[src/rtl/video_rgb2gray_ctrl.sv]
// Valid/ready stream controller around a fixed-latency, non-stallable RGB->gray datapath.
// Define VIDEO_RGB2GRAY_CTRL_STAT_EN to add frame and stall statistics outputs.

module video_rgb2gray_ctrl #(
    parameter int RSIZE      = 4,
    parameter int GSIZE      = 4,
    parameter int BSIZE      = 4,
    parameter int RGB_SIZE   = RSIZE + GSIZE + BSIZE,
    parameter int DP_LAT     = 2,
    parameter int FIFO_DEPTH = 4
) (
    input  logic                clk,
    input  logic                rst,
    input  logic                cfg_gray_en,
    input  logic                src_vld,
    input  logic                src_sof,
    input  logic [RGB_SIZE-1:0] src_rgb,
    output logic                src_rdy,
    output logic [RGB_SIZE-1:0] dp_src_rgb,
    input  logic [RGB_SIZE-1:0] dp_snk_rgb,
    output logic                snk_vld,
    output logic                snk_sof,
    output logic [RGB_SIZE-1:0] snk_rgb,
    input  logic                snk_rdy,
    output logic                mode_gray
`ifdef VIDEO_RGB2GRAY_CTRL_STAT_EN
    ,
    output logic [15:0]         stat_frame_cnt,
    output logic [15:0]         stat_stall_cnt
`endif
);

    localparam int AW   = $clog2(FIFO_DEPTH);
    localparam int CNTW = AW + 1;
    localparam int CW   = $clog2(FIFO_DEPTH + DP_LAT + 1) + 1;

    logic                w_accept;
    logic                w_pix_gray;
    logic                w_push;
    logic                w_pop;
    logic [RGB_SIZE-1:0] w_push_rgb;
    logic [CW-1:0]       w_inflight;
    logic [CW-1:0]       w_credit;

    logic                r_mode_gray;
    logic                r_pipe_vld  [DP_LAT];
    logic                r_pipe_sof  [DP_LAT];
    logic                r_pipe_gray [DP_LAT];
    logic [RGB_SIZE-1:0] r_pipe_rgb  [DP_LAT];

    logic [RGB_SIZE-1:0] r_mem_rgb [FIFO_DEPTH];
    logic                r_mem_sof [FIFO_DEPTH];
    logic [AW-1:0]       r_wr_ptr;
    logic [AW-1:0]       r_rd_ptr;
    logic [CNTW-1:0]     r_count;

    // Credits cover both buffered and in-flight pixels, so every pipeline exit has a free slot.
    always_comb begin
        w_inflight = '0;
        for (int i = 0; i < DP_LAT; i++) begin
            w_inflight = w_inflight + CW'(r_pipe_vld[i]);
        end
    end

    assign w_credit   = CW'(r_count) + w_inflight;
    assign src_rdy    = !rst && (w_credit < CW'(FIFO_DEPTH));
    assign w_accept   = src_vld && src_rdy;
    assign dp_src_rgb = src_rgb;
    assign w_pix_gray = src_sof ? cfg_gray_en : r_mode_gray;
    assign mode_gray  = r_mode_gray;

    always_ff @(posedge clk or posedge rst) begin
        if (rst) begin
            r_mode_gray <= 1'b0;
        end else if (w_accept && src_sof) begin
            r_mode_gray <= cfg_gray_en;
        end
    end

    // Side pipeline mirrors the datapath latency; it never stalls.
    always_ff @(posedge clk or posedge rst) begin
        if (rst) begin
            for (int i = 0; i < DP_LAT; i++) begin
                r_pipe_vld[i]  <= 1'b0;
                r_pipe_sof[i]  <= 1'b0;
                r_pipe_gray[i] <= 1'b0;
                r_pipe_rgb[i]  <= '0;
            end
        end else begin
            r_pipe_vld[0]  <= w_accept;
            r_pipe_sof[0]  <= src_sof;
            r_pipe_gray[0] <= w_pix_gray;
            r_pipe_rgb[0]  <= src_rgb;
            for (int i = 1; i < DP_LAT; i++) begin
                r_pipe_vld[i]  <= r_pipe_vld[i-1];
                r_pipe_sof[i]  <= r_pipe_sof[i-1];
                r_pipe_gray[i] <= r_pipe_gray[i-1];
                r_pipe_rgb[i]  <= r_pipe_rgb[i-1];
            end
        end
    end

    assign w_push     = r_pipe_vld[DP_LAT-1];
    assign w_push_rgb = r_pipe_gray[DP_LAT-1] ? dp_snk_rgb : r_pipe_rgb[DP_LAT-1];
    assign w_pop      = snk_vld && snk_rdy;

    always_ff @(posedge clk) begin
        if (w_push) begin
            r_mem_rgb[r_wr_ptr] <= w_push_rgb;
            r_mem_sof[r_wr_ptr] <= r_pipe_sof[DP_LAT-1];
        end
    end

    always_ff @(posedge clk or posedge rst) begin
        if (rst) begin
            r_wr_ptr <= '0;
            r_rd_ptr <= '0;
            r_count  <= '0;
        end else begin
            if (w_push) begin
                r_wr_ptr <= r_wr_ptr + AW'(1);
            end
            if (w_pop) begin
                r_rd_ptr <= r_rd_ptr + AW'(1);
            end
            r_count <= r_count + CNTW'(w_push) - CNTW'(w_pop);
        end
    end

    // Gate the head entry so stale storage never shows while the FIFO is empty.
    assign snk_vld = (r_count != '0);
    assign snk_sof = snk_vld & r_mem_sof[r_rd_ptr];
    assign snk_rgb = snk_vld ? r_mem_rgb[r_rd_ptr] : '0;

`ifdef VIDEO_RGB2GRAY_CTRL_STAT_EN
    logic [15:0] r_frame_cnt;
    logic [15:0] r_stall_cnt;

    always_ff @(posedge clk or posedge rst) begin
        if (rst) begin
            r_frame_cnt <= '0;
            r_stall_cnt <= '0;
        end else begin
            if (w_accept && src_sof) begin
                r_frame_cnt <= r_frame_cnt + 16'd1;
            end
            if (src_vld && !src_rdy && (r_stall_cnt != 16'hFFFF)) begin
                r_stall_cnt <= r_stall_cnt + 16'd1;
            end
        end
    end

    assign stat_frame_cnt = r_frame_cnt;
    assign stat_stall_cnt = r_stall_cnt;
`endif

endmodule
[config.mk]
export PLATFORM = sky130hd
export DESIGN_NAME = video_rgb2gray_ctrl
export DESIGN_NICKNAME = d
export VERILOG_FILES = /design/src/rtl/video_rgb2gray_ctrl.sv
export SDC_FILE = /design/constraint.sdc
export NUM_CORES = 1
export LEC_CHECK = 0
export CORE_ASPECT_RATIO = 1.25
export CORE_UTILIZATION = 50
export CTS_CLUSTER_SIZE = 28
export DETAILED_ROUTE_END_ITERATION = 8
export PLACE_DENSITY_LB_ADDON = 0.2
export SLEW_MARGIN = 30
export SYNTH_ARGS = -nofsm -noshare
export SYNTH_HDL_FRONTEND = slang
export SYNTH_SLANG_ARGS = --single-unit
[constraint.sdc]
create_clock -name clk -period 3 [get_ports clk]
set_input_delay 0.9 -clock clk [delete_from_list [all_inputs] [get_ports clk]]
set_output_delay 0.9 -clock clk [all_outputs]
set_load 0.005 [all_outputs]
==> key figures, run 1 <==
GRT
  – Largest net degree at the start of global routing: 28
  – First-pass GRT wire length: 8197 um
  – Vias in the first global route: about 1700
  – GRT Util Overall: 15.70%
  – Initial antenna violation count: 0
  – Grt ovf: 0

STA
  – TNS Setup: 0 ns
  – Hold_ws: approximately 0.35 ns
  – Slew headroom: slightly above 60%
  – Final period util: between 90% and 100%
  – Hold Violations, Final: 0
  – Max Clk Rate: around 340 MHz
  – Measured slew at the worst slew-check pin: between 0.5 and 0.6 ns
  – RSZ-0062 raised after global routing: no
  – Minimum clock period: 2.956 ns
  – Setup violators final: 0
  – Max-slew violations: 0
  – Clock Skews: between 0.01 and 0.015 ns

CTS
  – Clock Sinks: 90
  – Root buffer cell: clkbuf_8
  – Num CTS Buffers: 9
  – Clk slew on worst S/H paths: 0.09 ns
  – Hold_buf cts: 0
  – H-tree levels: 3
  – CTS Buffer Depth: 2
  – Clk_lat worst skew: ~0.36 ns
  – CTS tree: yes

Die
  – Die Ht: around 95 um
  – Die area: 7271 um^2
  – Die X: 76.47 um
  – Num rows: 33
  – Core Area: between 6000 and 7000 um^2
  – Initial core utilization: a little over half
  – Ports: a little under 60

Synth
  – Ys flop type: edfxtp_1
  – Mapped cell area: between 3000 and 4000 um^2
  – Total number of yosys warnings: 0
  – Largest cells by area after synthesis: edfxtp_1 45%, dfrtp_1 27%, mux4_2 8.4%, mux2_2 4.2%, ha_1 2.9%
  – Register bit total from synthesis: 90
  – Asr flop ratio synth: 42.22%
  – Cells after Synth: between 150 and 200
  – Post-synth EDFFs: between 50 and 60
  – Cell taking the most area after synthesis: edfxtp_1
  – Syn Nets: 225
  – Post-synthesis sequential area ratio: 72.49%
  – Count leader, synth: edfxtp_1
  – Post-synthesis cell type count: 25
  – Post-synth top area share: between 40% and 50%
  – Most frequent cells after synthesis: 52 x edfxtp_1, 38 x dfrtp_1, 14 x and2_1
  – Post-Syn Area per Cell: around 19 um^2

Power and ir drop
  – Leak: ~0.0017 uW
  – Pwr Density: a little over 800 nW/um^2
  – Worst vdd ir: between 0.4 and 0.5 mV

Run status
  – Status: finished, final reports clean

Drt
  – First-pass iteration count of the detailed router: 4
  – Via Count: 1685
  – DR WL/cell: 15.56 um
  – Vias per inst: approximately 5
  – DRC viols: 0
  – Initial DRC count: roughly 100
  – Final wirelength: 5229 um
  – DRT antenna net count: 0

Setup path
  – CP Capture Type: output pin
  – Largest fanout on the critical path: 7
  – Slowest CP cell: mux4_2
  – Critical Path Source Type: register
  – WP buf/inv: 2
  – Crit path DAT: around 2.1 ns
  – Largest stage delay on the critical path: around 0.48 ns
  – Family with the most delay on the worst path: buffers and inverters
  – Worst setup path class: register to output pin
  – CP cell instances: clkbuf_16, mux4_2, and2_1, clkdlybuf4s50_1
  – Data required time at the worst endpoint: 2.10 ns

Placement
  – GPL Wtd Cong: about 0.67
  – Placed cell area: roughly 4100 um^2
  – DP Cell Count: roughly 320
  – Hpwl dp: approximately 3400 um
  – Buffers on Ports: 57

Finish
  – Antenna diode count: 0
  – # nets final: about 280
  – Share of cells above drive strength 1: between 20% and 30%
  – Area grow syn2layout: 25.81%
  – Finished Layout Cells: between 300 and 400
  – Design area: about 4400 um^2
  – Fillers: approximately 470

Worst hold path
  – HP Class: register to register

Job
  – Max-cap viol count: 0
==> cells by family (layout without fill, tap and decap cells) <==
family                   Yosys count  count (layout)  synth area share [%]
AO/OA/AOI/OAI                      4               4                0.9747
XOR/XNOR                           4               4                 1.011
adder cells (fa/ha/maj)            9               9                 3.466
buffers and inverters             24              87                 4.079
flip-flops                        90              90                 72.49
multiplexers                      27              27                 13.00
AND/OR/NAND/NOR                   28              28                 4.982
==> layer usage <==
metal  part of all wire [%]  wire length (um)  GRT usage, %
met5                      0                 0             0
met3                    4.9               255         3.541
met4                    2.2               114         8.173
met1                     42              2214         19.12
met2                     51              2644         26.58
==> state kept, by name (all words and copies together), names as in the netlist <==
name and cells:
r_count 3, r_wr_ptr 2, r_mem_rgb 48, w_push 1, r_mem_sof 4, r_pipe_vld 1
r_pipe_rgb 24, r_pipe_gray 2, mode_gray 1, r_rd_ptr 2, r_pipe_sof 2
==> stage by stage <==
step,utilization (%),power (uW),setup WS (ns)
floorplan,-,2234,0.7232
global placement,61.45,2706,0.1827
detailed placement,61.45,2728,0.1858
CTS,65.05,3630,0.02148
global route,65.59,3836,0.001885
finish,65.59,3628,0.04435
==> final cells by class <==
class / count / area [um^2] / share of cell area [%]
clock buffer: 11 / 162.7 / 3.730
clock inverter: 5 / 65.06 / 1.492
inverter: 7 / 26.28 / 0.6026
multi-input combinational: 72 / 817.0 / 18.74
sequential: 90 / 2514 / 57.65
tap: 87 / 108.9 / 2.496
timing repair buffer: 64 / 666.9 / 15.29
==> report_power, final <==
| part | total (uW) | leakage [uW] | switching (uW) | internal [uW] |
|---|---|---|---|---|
| clock network | 889 | 0.000116 | 420 | 468 |
| logic | 1140 | 0.000617 | 429 | 715 |
| registers | 1590 | 0.000917 | 102 | 1490 |
==> cell usage in the layout (no fill, tap or decap), types with 3 or more instances in the layout <==
cell type | Yosys | routed
and2_1 | 14 | 14
and2_2 | 5 | 5
buf_4 | 13 | 4
clkbuf_8 | 0 | 10
clkdlybuf4s50_1 | 0 | 55
dfrtp_1 | 38 | 37
edfxtp_1 | 52 | 52
ha_1 | 8 | 8
inv_1 | 7 | 7
inv_6 | 0 | 3
mux2_2 | 13 | 13
mux4_2 | 13 | 13
nand2_1 | 4 | 4
xor2_1 | 3 | 3
==> path summary, 6_finish.rpt <==
kind                                start             to  slack (ns)  cells after the start
max                           r_rd_ptr[0]     snk_rgb[5]        0.04                      4
max reg2reg                    r_count[0]     r_count[2]        0.62                      9
min in group asynchronous             rst  r_pipe_sof[0]        1.03                      3
min                        r_pipe_rgb[20]  r_pipe_rgb[8]        0.35                      0
min reg2reg                r_pipe_rgb[20]  r_pipe_rgb[8]        0.35                      0
max in group asynchronous             rst      mode_gray        1.47                      4
==> what timing repair did <==
action	in CTS	in global routing
setup endpoints to repair	14	2
setup buffers	1	1
cloned	0	1
resized for setup	2	2
Note: power is estimated with default switching activity, not from simulation.
==> run 2: changes to the inputs <==
--- a/config.mk
+++ b/config.mk
@@ -10,6 +10,7 @@
 export CTS_CLUSTER_SIZE = 28
 export DETAILED_ROUTE_END_ITERATION = 8
 export PLACE_DENSITY_LB_ADDON = 0.2
+export SETUP_SLACK_MARGIN = 0.02
 export SLEW_MARGIN = 30
 export SYNTH_ARGS = -nofsm -noshare
 export SYNTH_HDL_FRONTEND = slang
==> key figures, run 2 (synthesized netlist as in run 1, its figures left out) <==
Job
  – Max-cap viol count: 0

Finish
  – Share of cells above drive strength 1: 24.90%
  – Largest regs: r_mem_rgb (48), r_pipe_rgb (24), r_mem_sof (4)
  – Area grow syn2layout: 27.00%
  – Commonest non-fill, non-tap cell in the layout: edfxtp_1
  – # nets final: about 290
  – Most frequent cells in the layout: 52 x edfxtp_1, 51 x clkdlybuf4s50_1, 37 x dfrtp_1
  – Max FFs per register: 48
  – Design area: ~4400 um^2
  – Antenna diode count: 0
  – Final core occ: 66.21%
  – Largest Register: r_mem_rgb

Power and ir drop
  – Net switching power: 958.4 uW
  – Total power draw: ~3700 uW
  – Comb pwr share: 32.1%
  – Leak: 0.001709 uW
  – Clk pwr share: 24.3%
  – Internal: roughly 2700 uW
  – Worst vdd ir: a little under 0.5 mV
  – Flop pwr share: between 40% and 50%
  – Pwr Density: 830.7 nW/um^2
  – Sw Share: 26.21%

Placement
  – Placed cell area: roughly 4100 um^2
  – GPL Wtd Cong: 0.6745
  – Hpwl dp: about 3400 um
  – Buffers on Ports: 57

CTS
  – CTS tree: yes
  – Root buffer cell: clkbuf_8
  – Num CTS Buffers: 9
  – H-tree levels: 3
  – Clk slew on worst S/H paths: 0.09 ns
  – Clock Sinks: 90
  – Clk_lat worst skew: approximately 0.36 ns
  – CTS Buffer Depth: 2

GRT
  – Largest net degree at the start of global routing: 28
  – Vias in the first global route: about 1700
  – GRT Util Overall: between 10% and 20%
  – Initial antenna violation count: 0
  – First-pass GRT wire length: ~8200 um
  – Grt ovf: 0

Die
  – Die Ht: approximately 95 um
  – Num rows: 33
  – Die X: 76.47 um
  – Core Area: 6648 um^2
  – Initial core utilization: roughly 52%
  – Die area: 7271 um^2
  – Ports: between 50 and 60

STA
  – Measured slew at the worst slew-check pin: 0.5880 ns
  – Final period util: between 90% and 100%
  – Clock Skews: about 0.010 ns
  – Setup violators final: 0
  – Max-slew violations: 0
  – Minimum clock period: slightly below 3 ns
  – TNS Setup: 0 ns
  – RSZ-0062 raised after global routing: no
  – Hold Violations, Final: 0
  – Slew headroom: 60.80%
  – Max Clk Rate: approximately 340 MHz

Drt
  – Vias per inst: 5.006
  – Via Count: 1702
  – Final wirelength: between 5000 and 6000 um
  – DRT antenna net count: 0
  – Initial DRC count: between 100 and 150
  – DRC viols: 0
  – DR WL/cell: 15.49 um
  – First-pass iteration count of the detailed router: 4

Setup path
  – Data required time at the worst endpoint: between 2 and 2.5 ns
  – Crit path DAT: ~2 ns
  – Critical Path Source Type: register
  – Flop2flop setup slack: around 0.63 ns
  – CP Capture Type: output pin
  – Largest fanout on the critical path: 7
  – Worst setup path class: register to output pin

Run status
  – Status: finished, final reports clean

Worst hold path
  – HP Class: register to register
[run 2: repair_timing]
item,4_1_cts,5_1_grt
setup endpoints to repair,14,11
buffers inserted,1,5
gates cloned,0,1
gates resized for setup,2,7
hold buffers,0,0
[run 2: worst max-delay path, stage by stage, from the launching register on]
cell             delay (ns)
dfrtp_2                0.42
clkbuf_16              0.17
mux4_2                 0.48
and2_1                 0.16
clkdlybuf4s50_1        0.44
[run 2: metrics by stage]
| step | setup slack (ns) | hold slack, ns | std cells |
|---|---|---|---|
| final | 0.07308 | 0.3556 | 340 |
| after global routing | 0.02479 | 0.3600 | 340 |
| after CTS | 0.02148 | 0.3566 | 334 |
| after detailed placement | 0.1858 | 0.3358 | 317 |
| after global placement | 0.1827 | 0.3325 | 317 |
| after floorplan | 0.7232 | 0.3312 | 186 |
[run 2: power groups by stage]
| stage | logic [uW] | clock network [uW] | registers (uW) |
|---|---|---|---|
| after floorplan | 656 | 0 | 1580 |
| after global placement | 1100 | 0 | 1610 |
| after detailed placement | 1110 | 0 | 1620 |
| after CTS | 1130 | 911 | 1590 |
| after global routing | 1300 | 960 | 1610 |
| final | 1170 | 889 | 1590 |
[run 2: layout make-up]
class,count,area (um^2)
multi-input cells,72,817.0
clock inverters,5,65.06
fillers,459,2246
repair buffers,68,708.2
inverters,7,26.28
clock buffers,11,162.7
flip-flops and latches,90,2514
well taps,87,108.9
[run 2: worst paths after layout]
kind	from	to	cells after the start
max in group asynchronous	rst	mode_gray	4
max	r_rd_ptr[0]	snk_rgb[7]	4
min in group asynchronous	rst	r_pipe_sof[0]	3
min reg2reg	r_pipe_rgb[16]	r_pipe_rgb[4]	0
max reg2reg	r_count[0]	r_count[2]	9
min	r_pipe_rgb[16]	r_pipe_rgb[4]	0
[run 2: routing by layer]
| layer | vias to the layer above | global-route usage (%) | wire length (um) |
|---|---|---|---|
| met5 | - | 0 | 0 |
| met4 | 0 | 8.173 | 114 |
| met3 | 12 | 3.541 | 204 |
| met2 | 51 | 26.58 | 2646 |
| met1 | 847 | 19.12 | 2300 |
| li1 | 792 | - | - |
